<file path="config.mk">
export PLATFORM = sky130hd
export DESIGN_NAME = bus_step_sequencer
export DESIGN_NICKNAME = d
export VERILOG_FILES = /design/src/rtl/bus_step_sequencer_pkg.sv /design/src/rtl/ir_class_decode.sv /design/src/rtl/bus_step_sequencer.sv
export SDC_FILE = /design/constraint.sdc
export NUM_CORES = 1
export LEC_CHECK = 0
export CORE_MARGIN = 3
export CORE_UTILIZATION = 40
export CTS_BUF_LIST = sky130_fd_sc_hd__clkbuf_8
export CTS_CLUSTER_SIZE = 12
export DETAILED_ROUTE_END_ITERATION = 6
export PLACE_DENSITY = 0.87
export SYNTH_ARGS = -nofsm -noshare
export SYNTH_HDL_FRONTEND = slang
export SYNTH_HIERARCHICAL = 1
export SYNTH_SLANG_ARGS = --single-unit
</file>
<file path="constraint.sdc">
create_clock -name clock -period 6.1 [get_ports clock]
set_input_delay 1.525 -clock clock [delete_from_list [all_inputs] [get_ports clock]]
set_output_delay 1.525 -clock clock [all_outputs]
set_load 0.02 [all_outputs]
</file>
<file path="src/rtl/bus_step_sequencer_pkg.sv">
// rtl/bus_step_sequencer_pkg.sv - bus codes, state encodings, opcodes and op classes for the step sequencer.
// The T6 state exists only when HILO_WRITEBACK_EN is defined.
package bus_step_sequencer_pkg;

  localparam logic [4:0] SEL_ZHI = 5'd18;
  localparam logic [4:0] SEL_ZLO = 5'd19;
  localparam logic [4:0] SEL_PC  = 5'd20;
  localparam logic [4:0] SEL_MDR = 5'd21;

  localparam logic [4:0] OP_ALU_FIRST = 5'b00011;
  localparam logic [4:0] OP_ALU_LAST  = 5'b01010;
  localparam logic [4:0] OP_MUL       = 5'b01110;
  localparam logic [4:0] OP_DIV       = 5'b01111;
  localparam logic [4:0] OP_NOP       = 5'b11010;
  localparam logic [4:0] OP_HALT      = 5'b11011;

  typedef enum logic [3:0] {
    ST_IDLE = 4'd0,
    ST_T0   = 4'd1,
    ST_T1   = 4'd2,
    ST_T1W  = 4'd3,
    ST_T2   = 4'd4,
    ST_T3   = 4'd5,
    ST_T4   = 4'd6,
    ST_T5   = 4'd7,
`ifdef HILO_WRITEBACK_EN
    ST_T6   = 4'd8,
`endif
    ST_HALT = 4'd9
  } seqState_t;

  typedef enum logic [2:0] {
    CLS_ALU     = 3'd0,
    CLS_MULDIV  = 3'd1,
    CLS_NOP     = 3'd2,
    CLS_HALT    = 3'd3,
    CLS_ILLEGAL = 3'd4
  } opClass_t;

endpackage

</file>
<file path="src/rtl/ir_class_decode.sv">
// rtl/ir_class_decode.sv - combinational opcode classifier; MUL/DIV are legal only with HILO_WRITEBACK_EN.
module ir_class_decode
  import bus_step_sequencer_pkg::*;
(
  input  logic [4:0] op,
  output opClass_t   opClass
);

  always_comb begin
    opClass = CLS_ILLEGAL;
    if (op >= OP_ALU_FIRST && op <= OP_ALU_LAST) begin
      opClass = CLS_ALU;
    end else if (op == OP_MUL || op == OP_DIV) begin
`ifdef HILO_WRITEBACK_EN
      opClass = CLS_MULDIV;
`else
      opClass = CLS_ILLEGAL;
`endif
    end else if (op == OP_NOP) begin
      opClass = CLS_NOP;
    end else if (op == OP_HALT) begin
      opClass = CLS_HALT;
    end
  end

endmodule

</file>
<file path="src/rtl/bus_step_sequencer.sv">
// rtl/bus_step_sequencer.sv - fetch/execute control-step sequencer driving the 32:1 bus mux select and load strobes.
// HILO_WRITEBACK_EN adds the T6 HI writeback step for MUL/DIV; otherwise those opcodes are illegal.
module bus_step_sequencer
  import bus_step_sequencer_pkg::*;
#(
  parameter int MEM_TIMEOUT = 15
) (
  input  logic        clock,
  input  logic        clear_n,
  input  logic        start,
  input  logic        stop,
  input  logic        mem_ready,
  input  logic [31:0] ir,
  output logic [4:0]  bus_sel,
  output logic        mar_in,
  output logic        pc_in,
  output logic        inc_pc,
  output logic        read,
  output logic        mdr_in,
  output logic        ir_in,
  output logic        y_in,
  output logic        z_in,
  output logic        lo_in,
  output logic        hi_in,
  output logic [15:0] reg_in,
  output logic [4:0]  alu_op,
  output logic        busy,
  output logic        done,
  output logic        illegal,
  output logic        mem_err
);

  localparam logic [7:0] WAIT_LAST = 8'(MEM_TIMEOUT - 1);

  seqState_t  state;
  logic [7:0] waitCnt;
  opClass_t   opClass;
  logic       timeoutHit;
  logic [14:0] unusedIr;

  wire [4:0] op = ir[31:27];
  wire [3:0] ra = ir[26:23];
  wire [3:0] rb = ir[22:19];
  wire [3:0] rc = ir[18:15];

  assign unusedIr   = ir[14:0];
  assign timeoutHit = (waitCnt == WAIT_LAST);

  ir_class_decode uDecode (
    .op      (op),
    .opClass (opClass)
  );

  // The abort on timeout wins over a late mem_ready so mem_err always means an aborted fetch.
  always_ff @(posedge clock or negedge clear_n) begin
    if (!clear_n) begin
      state   <= ST_IDLE;
      waitCnt <= '0;
    end else begin
      case (state)
        ST_IDLE: if (start && !stop) state <= ST_T0;
        ST_T0:   state <= ST_T1;
        ST_T1: begin
          waitCnt <= '0;
          state   <= mem_ready ? ST_T2 : ST_T1W;
        end
        ST_T1W: begin
          if (timeoutHit) begin
            waitCnt <= '0;
            state   <= ST_IDLE;
          end else if (mem_ready) begin
            state <= ST_T2;
          end else begin
            waitCnt <= waitCnt + 8'd1;
          end
        end
        ST_T2: state <= ST_T3;
        ST_T3: begin
          case (opClass)
            CLS_ALU, CLS_MULDIV: state <= ST_T4;
            CLS_HALT:            state <= ST_HALT;
            default:             state <= stop ? ST_IDLE : ST_T0;
          endcase
        end
        ST_T4: state <= ST_T5;
        ST_T5: begin
`ifdef HILO_WRITEBACK_EN
          if (opClass == CLS_MULDIV) state <= ST_T6;
          else                       state <= stop ? ST_IDLE : ST_T0;
`else
          state <= stop ? ST_IDLE : ST_T0;
`endif
        end
`ifdef HILO_WRITEBACK_EN
        ST_T6: state <= stop ? ST_IDLE : ST_T0;
`endif
        ST_HALT: state <= ST_HALT;
        default: state <= ST_IDLE;
      endcase
    end
  end

  always_comb begin
    bus_sel = '0;
    mar_in  = 1'b0;
    pc_in   = 1'b0;
    inc_pc  = 1'b0;
    read    = 1'b0;
    mdr_in  = 1'b0;
    ir_in   = 1'b0;
    y_in    = 1'b0;
    z_in    = 1'b0;
    lo_in   = 1'b0;
    hi_in   = 1'b0;
    reg_in  = '0;
    alu_op  = '0;
    done    = 1'b0;
    illegal = 1'b0;
    mem_err = 1'b0;
    busy    = (state != ST_IDLE) && (state != ST_HALT);
    case (state)
      ST_T0: begin
        bus_sel = SEL_PC;
        mar_in  = 1'b1;
        inc_pc  = 1'b1;
        z_in    = 1'b1;
      end
      ST_T1: begin
        bus_sel = SEL_ZLO;
        pc_in   = 1'b1;
        read    = 1'b1;
        mdr_in  = 1'b1;
      end
      ST_T1W: begin
        read    = 1'b1;
        mdr_in  = 1'b1;
        mem_err = timeoutHit;
      end
      ST_T2: begin
        bus_sel = SEL_MDR;
        ir_in   = 1'b1;
      end
      ST_T3: begin
        case (opClass)
          CLS_ALU, CLS_MULDIV: begin
            bus_sel = {1'b0, rb};
            y_in    = 1'b1;
          end
          CLS_NOP:     done = 1'b1;
          CLS_ILLEGAL: begin
            illegal = 1'b1;
            done    = 1'b1;
          end
          default: ;
        endcase
      end
      ST_T4: begin
        bus_sel = {1'b0, rc};
        alu_op  = op;
        z_in    = 1'b1;
      end
      ST_T5: begin
        bus_sel = SEL_ZLO;
`ifdef HILO_WRITEBACK_EN
        if (opClass == CLS_MULDIV) begin
          lo_in = 1'b1;
        end else begin
          reg_in = 16'h0001 << ra;
          done   = 1'b1;
        end
`else
        reg_in = 16'h0001 << ra;
        done   = 1'b1;
`endif
      end
`ifdef HILO_WRITEBACK_EN
      ST_T6: begin
        bus_sel = SEL_ZHI;
        hi_in   = 1'b1;
        done    = 1'b1;
      end
`endif
      default: ;
    endcase
  end

endmodule

</file>
# == Word level (Yosys, flattened, before mapping) ==
# Cells that the tools add are included.
# word_totals
regBits,12
output_inout_bits,40
wordCells,73
# op_classes
add_sub_neg,1
n_lt_le_gt_ge,2
n_eq_ne,21
n_shift,1
mux,30
n_reduce_logical,16
# op_table
cell,n
4-bit case mux with 9 select lines,1
5-bit case mux with 5 select lines,1
4-bit by 3-bit == test with 1-bit output (second input constant),4
16-bit two-way mux,1
4-bit two-way mux,4
8-bit two-way mux,2
8-bit case mux with 2 select lines,1
1-bit by 4-bit left shift with 16-bit output (first input constant),1
3-bit two-way mux,5
1-bit two-way mux,12
5-bit by 4-bit == test with 1-bit output (second input constant),2
5-bit == test (second input constant),2
2-bit OR reduction,5
8-bit by 1-bit adder with 8-bit output (second input constant),1
4-bit by 2-bit == test with 1-bit output (second input constant),2
8-bit by 4-bit == test with 1-bit output (second input constant),1
4-bit case mux with 2 select lines,1
3-bit by 2-bit == test with 1-bit output (second input constant),2
3-bit inequality test (second input constant),2
5-bit by 2-bit >= comparator with 1-bit output (second input constant),1
5-bit by 4-bit less-or-equal comparator with 1-bit output (second input constant),1
5-bit two-way mux,1
4-bit by 1-bit == test with 1-bit output (second input constant),1
4-bit == test (second input constant),1
13 further kinds,16

# == Logic depth before layout (Yosys ltp) ==
# Gate-level depths: netlist (run 1).
# logic_depth
depth_word,9
depth_mapped,7

# == Modules after synthesis ==
# Netlist (run 1), hierarchy kept.
# by_module_without_submodules
mod,n_inst,cells_each,area_each_um2,seq_area_each_um2
bus_step_sequencer,1,154,1152.4,300.3
ir_class_decode,1,9,60.1,0.0

# == Least setup slack after synthesis (run 1) ==
# No wires, ideal clock.
# synth_path
path_type,input-to-output
startpoint,in ir[30]
endpoint,out bus_sel[3]
arrival_time_ns,3.025
t_required_ns,4.575
setup_slack_ns,1.550
path_stages,4
path_buffers,0
cell_sequence,nor2b_2 -> and3_1 -> nor4_2 -> a22o_1
# synth_between
elab_chain_cells,9
word_cells_on_any_way,17
# synth_lines
item,line_no,rtl
"start, declared",bus_step_sequencer.sv:13,"input logic [31:0] ir,"
5-bit == test,ir_class_decode.sv:21,end else if (op == OP_HALT) begin
3-bit two-way mux,ir_class_decode.sv:21,
3-bit two-way mux,ir_class_decode.sv:19,end else if (op == OP_NOP) begin
3-bit two-way mux,ir_class_decode.sv:13,end else if (op == OP_MUL || op == OP_DIV) begin
3-bit two-way mux *,ir_class_decode.sv:11,if (op >= OP_ALU_FIRST && op <= OP_ALU_LAST) begin
via opClass[1],bus_step_sequencer.sv:37,opClass_t opClass;
3-bit by 1-bit == test with 1-bit output or 3-bit logical NOT (tied branches),bus_step_sequencer.sv:144,case (opClass)
2-bit OR reduction *,bus_step_sequencer.sv:144,
4-bit two-way mux *,bus_step_sequencer.sv:144,
5-bit case mux with 5 select lines *,bus_step_sequencer.sv:121,case (state)
"end, declared",bus_step_sequencer.sv:14,"output logic [4:0] bus_sel,"
# The timed path passes the listed nets; every way through them passes the cells marked *.

# == Worst setup path in the final report (run 1) ==
# Same ends and word-level chain as after synthesis.

==> impl_metrics.tcl, run 1 <==
set metrics [dict create \
    status "finished, final reports clean" \
    cp_slowest_stage_delay_ps 700 \
    cp.arrival_ps 4000 \
    die_h_um 61.1 \
    setup_ws_ps 573 \
    clock.fmax_mhz 181 \
    muxShareOfSynthArea_pct 0 \
    place.gp.congestion 0.820 \
    pre_cts_ws_ps 589 \
    finalCritPeriodShare_pct 90.6 \
    ys.warnings.count 6 \
    yosys_most_used_dff "dfrtp_1" \
    numCtsBuffers 3 \
    skew_ps 6.85 \
    endpoint_kind "output pin" \
    antenna_left 0 \
    synth_top_family_by_area "simple AND/OR/NAND/NOR gates" \
    synthXorXnorAreaFrac_pct 1.44 \
    worstSetupStartpointType "input port" \
    grt_pass1_wl_mm 5.32 \
    via_per_inst 5.44 \
    rsz0062_at_grt "false" \
    gr-total-overflow 0 \
    io_pins 77 \
    drc_errors 0 \
    syn_area_per_cell_um2 7.44 \
    worstPathRequired_ps 4580 \
    period_needed_ps 5530 \
    row_count 19 \
    routedWlPerCell_um 14.0 \
    core_um2 2830 \
    initial_utilization_pct 42.9 \
    grt_antenna_before_repair 0 \
    crit_chain "clkdlybuf4s50_1 -> nor2b_2 -> and3_1 -> a211oi_2 -> nor4_2 -> a22o_1 -> clkdlybuf4s50_1" \
    htreeDepth 1 \
    drtIter0Drc 64 \
    areaGrowthSynthToFinish_pct 52.8 \
    synthAdderAreaFrac_pct 2.06 \
    root_buffer "clkbuf_8" \
    setup_viol 0 \
    die_w_um 61.1 \
    tightest_slew_ps 769 \
    clock_latency_ps 240 \
    drv_slew 0 \
    pwr_density_cell_nw_per_um2 346 \
    synth-simple-area-share_pct 45.0 \
    grt_max_degree 18 \
    dr.pass1.iters 4 \
    cts_buffer_depth 2 \
    cts_tree "done" \
    drive_gt1_share_pct 5.48 \
    clk_pin_slew_ps 60 \
    drt-total-wl_mm 3.50 \
    final_nets 259 \
    p_leak_nw 0.789 \
    synthesis.instances 163 \
    synth_edf_count 0 \
    io_buffer_count 59 \
    synthArstFlopShare_pct 100 \
    grt_pass1_vias 1223 \
    synth_seq_area_share_pct 24.8 \
    crit_type "in -> out" \
    cts_setup_buffers 0 \
    critical_path.slowest_cell "nor4_2" \
    irDropWorstVdd_uv 222 \
    p_total_w 0.000642 \
    fin_setup_tns_ps 0 \
    hold_viol 0 \
    maxCapViolCount 0 \
    synth-seq-cells 12 \
    synth_compound_area_share_pct 20.6 \
    hold_class "reg -> reg" \
    grt_usage_pct 18.5 \
    die_area_um2 3730 \
    cts.sinks 12 \
    path_common_cell "clkdlybuf4s50_1" \
    place.detailed.hpwl_mm 2.72 \
    diodes 0 \
    synthesis.area_um2 1210 \
    num_vias 1359 \
    synth.distinct_cells 46 \
    worst_slew_margin_rel_pct 48.3 \
    cp_max_fo 7 \
    hold_buffers 0 \
    cts_resized 0 \
]
-- power breakdown --
part	switching, W	total (W)	internal [W]
clock network	0.0000296	0.0000866	0.0000570
registers	0.0000532	0.000154	0.000101
logic	0.000213	0.000401	0.000188
-- stage by stage --
step | cell area [um2] | hold slack, ps | cells | util, %
floorplan | 1220 | 504 | 164 | -
global route | 1850 | 578 | 250 | 65.5
detailed placement | 1800 | 540 | 246 | 63.6
finish | 1850 | 555 | 250 | 65.5
CTS | 1850 | 551 | 250 | 65.5
global placement | 1800 | 537 | 246 | 63.6
-- critical path: cells and delay by family --
kind                   cells  cell delay [ps]
buffers and inverters      2             1090
AOI/OAI and AO/OA          2              320
and+or+nand+nor            3             1060
-- cell usage after synthesis, types with 2 or more instances --
library cell | number | area [um2]
nor2b_1 | 3 | 18.8
and2_1 | 7 | 43.8
ha_1 | 2 | 25.0
nand2_1 | 12 | 45.0
and3_1 | 7 | 43.8
a211o_1 | 5 | 43.8
o211ai_1 | 2 | 15.0
dfrtp_1 | 12 | 300
nand3_1 | 3 | 15.0
o21ai_0 | 4 | 20.0
nor2_1 | 24 | 90.1
clkbuf_1 | 2 | 7.51
inv_1 | 6 | 22.5
xnor2_1 | 2 | 17.5
buf_2 | 2 | 10.0
nand4_1 | 2 | 12.5
a21o_1 | 2 | 15.0
a21oi_1 | 9 | 45.0
buf_4 | 4 | 30.0
nand2b_1 | 11 | 68.8
nor3_1 | 17 | 85.1
-- layout make-up --
class                           count  area, um2
Fill cell                         250        976
Multi-Input combinational cell    138        846
Timing Repair Buffer               59        591
Sequential cell                    12        300
Clock buffer                        4       55.1
Tap cell                           31       38.8
Inverter                            6       22.5
-- layout by cell type, fill, tap and decap left out, types with 2 or more instances in the layout --
cell              n
xnor2_1           2
nand2b_1         11
nand2_1          12
a211o_1           5
dfrtp_1          12
o211ai_1          2
and3_1            7
nor2b_1           3
and2_1            7
nor2_1           24
a21oi_1           9
nand3_1           3
o21ai_0           4
inv_1             6
a21o_1            2
nor3_1           17
nand4_1           2
ha_1              2
clkbuf_8          4
conb_1            2
clkdlybuf4s50_1  59
-- cells by family (layout without fill, tap and decap cells) --
group / Yosys count / count (layout)
AND/OR/NAND/NOR: 98 / 98
flip-flops: 12 / 12
buffers and inverters: 14 / 69
XOR/XNOR: 2 / 2
other: 1 / 2
AO/OA/AOI/OAI: 34 / 34
adder cells (fa/ha/maj): 2 / 2
-- registers in the layout (all words and copies together), names as in the netlist --
name	count
state	4
waitCnt	8
-- path summary, 6_finish.rpt --
check | from | end | slack [ps] | cells after the start
worst min register to register | waitCnt[3]$_DFFE_PN0P_ | waitCnt[3]$_DFFE_PN0P_ | 560 | 1
max in group asynchronous | clear_n | state[2]$_DFFE_PN0P_ | 4080 | 1
min in group asynchronous | clear_n | waitCnt[2]$_DFFE_PN0P_ | 1640 | 1
worst max-delay path | ir[30] | bus_sel[3] | 570 | 7
worst min-delay path | waitCnt[3]$_DFFE_PN0P_ | waitCnt[3]$_DFFE_PN0P_ | 560 | 1
worst max register to register | state[3]$_DFFE_PN0P_ | state[1]$_DFFE_PN0P_ | 4230 | 3
-- layer usage --
metal / GRT usage, % / part of all wire [%]
met5: 0 / 0
met4: 2.79 / 0.63
met3: 4.61 / 5.4
met2: 32.3 / 50
met1: 23.4 / 44
Note: power is estimated with default switching activity, not from simulation.
==> run 2: changes to the inputs <==
Settings changed: PLACE_DENSITY 0.87 to 0.95, REMOVE_ABC_BUFFERS set to 1.
==> impl_metrics.tcl, run 2 (synthesis results as in run 1) <==
set metrics [dict create \
    status "finished, final reports clean" \
    cts_setup_buffers 0 \
    dr.pass1.iters 4 \
    pwr_density_cell_nw_per_um2 339 \
    diodes 0 \
    routedWlPerCell_um 13.8 \
    drt-total-wl_mm 3.45 \
    final_nets 260 \
    areaGrowthSynthToFinish_pct 52.3 \
    setup_viol 0 \
    final_core_utilization_pct 65.3 \
    drive_gt1_share_pct 5.48 \
    largestRegisters "waitCnt (8), state (4)" \
    worstPathRequired_ps 4580 \
    via_per_inst 5.56 \
    internal-power_w 0.000332 \
    place.gp.congestion 0.849 \
    cts.sinks 12 \
    hold_buffers 0 \
    clock.fmax_mhz 190 \
    cts_buffer_depth 2 \
    htreeDepth 1 \
    cts_tree "done" \
    endpoint_kind "output pin" \
    initial_utilization_pct 42.9 \
    row_count 19 \
    drtIter0Drc 38 \
    drc_errors 0 \
    grt_usage_pct 19.0 \
    crit_type "in -> out" \
    numCtsBuffers 3 \
    timing.hold.ws_ps 542 \
    power_frac_seq_pct 24.8 \
    switching_share_pct 47.0 \
    finalCritPeriodShare_pct 86.2 \
    root_buffer "clkbuf_8" \
    grt_max_degree 18 \
    die_h_um 61.1 \
    worst_slew_margin_rel_pct 63.6 \
    cts_resized 0 \
    rsz0062_at_grt "false" \
    largest_reg_flops 8 \
    num_vias 1390 \
    cp.arrival_ps 3730 \
    fin_setup_tns_ps 0 \
    io_buffer_count 59 \
    skew_ps 0.425 \
    largest_register "waitCnt" \
    period_needed_ps 5260 \
    core_um2 2830 \
    clock_latency_ps 240 \
    p_clk_share_pct 11.1 \
    tightest_slew_ps 545 \
    switching_power_w 0.000294 \
    die_w_um 61.1 \
    cp_max_fo 7 \
    grt_antenna_before_repair 0 \
    grt_pass1_wl_mm 5.40 \
    p_leak_nw 0.788 \
    clk_pin_slew_ps 50 \
    place.detailed.hpwl_mm 2.62 \
    die_area_um2 3730 \
    final_common_cell "clkdlybuf4s50_1" \
    grt_pass1_vias 1234 \
    maxCapViolCount 0 \
    hold_class "reg -> reg" \
    worstSetupStartpointType "input port" \
    gr-total-overflow 0 \
    irDropWorstVdd_uv 146 \
    combPwrFrac_pct 64.1 \
    final_cell_mix "clkdlybuf4s50_1 (59), nor2_1 (24), nor3_1 (17)" \
    io_pins 77 \
    antenna_left 0 \
    hold_viol 0 \
    drv_slew 0 \
]
==> run 2: cell count changes in the layout (fill, tap and decap cells not counted), sizes merged <==
cell / previous run / this run
clkbuf: 4 / 3
buf: 0 / 1
==> run 2: metrics by stage <==
stage | area (um2) | setup WS, ps | std cells | power [W]
floorplan | 1170 | 1550 | 156 | 0.000382
global placement | 1810 | 856 | 247 | 0.000544
detailed placement | 1810 | 841 | 247 | 0.000555
CTS | 1850 | 827 | 250 | 0.000629
global route | 1850 | 667 | 250 | 0.000673
finish | 1850 | 841 | 250 | 0.000626
==> run 2: critical path, stage by stage <==
cell and delay [ps]:
clkdlybuf4s50_1 460, nand2b_1 160, and3_1 180, a211oi_2 370, nor4_2 100, buf_4 180, a22o_1 230, clkdlybuf4s50_1 530
==> run 2: area by class of cell <==
cell class | count | area [um2]
clock buffers | 3 | 41.3
fillers | 229 | 982
inverters | 6 | 22.5
multi-input cells | 138 | 846
flip-flops and latches | 12 | 300
well taps | 31 | 38.8
repair buffers | 60 | 598
==> run 2: worst paths after layout <==
path	slack, ps	cells after the start	from	endpoint
min in group asynchronous	1650	1	clear_n	waitCnt[2]$_DFFE_PN0P_
max in group asynchronous	4100	1	clear_n	state[2]$_DFFE_PN0P_
setup / recovery	840	8	ir[31]	bus_sel[3]
hold / removal	540	1	waitCnt[3]$_DFFE_PN0P_	waitCnt[3]$_DFFE_PN0P_
hold reg to reg	540	1	waitCnt[3]$_DFFE_PN0P_	waitCnt[3]$_DFFE_PN0P_
setup reg to reg	4300	4	state[0]$_DFFE_PN0P_	waitCnt[6]$_DFFE_PN0P_
==> run 2: per-layer routing <==
layer	global-route usage (%)	routed length [um]
met4	7.74	68
met5	0	0
met1	25.3	1560
met2	29.2	1650
met3	4.82	173
==> run 2: power by group through the flow <==
stage	registers, W	clock network [W]	logic, W
after floorplan	0.000141	0	0.000241
after global placement	0.000152	0	0.000392
after detailed placement	0.000156	0	0.000399
after CTS	0.000154	0.0000716	0.000403
after global routing	0.000161	0.0000743	0.000438
final	0.000156	0.0000696	0.000401
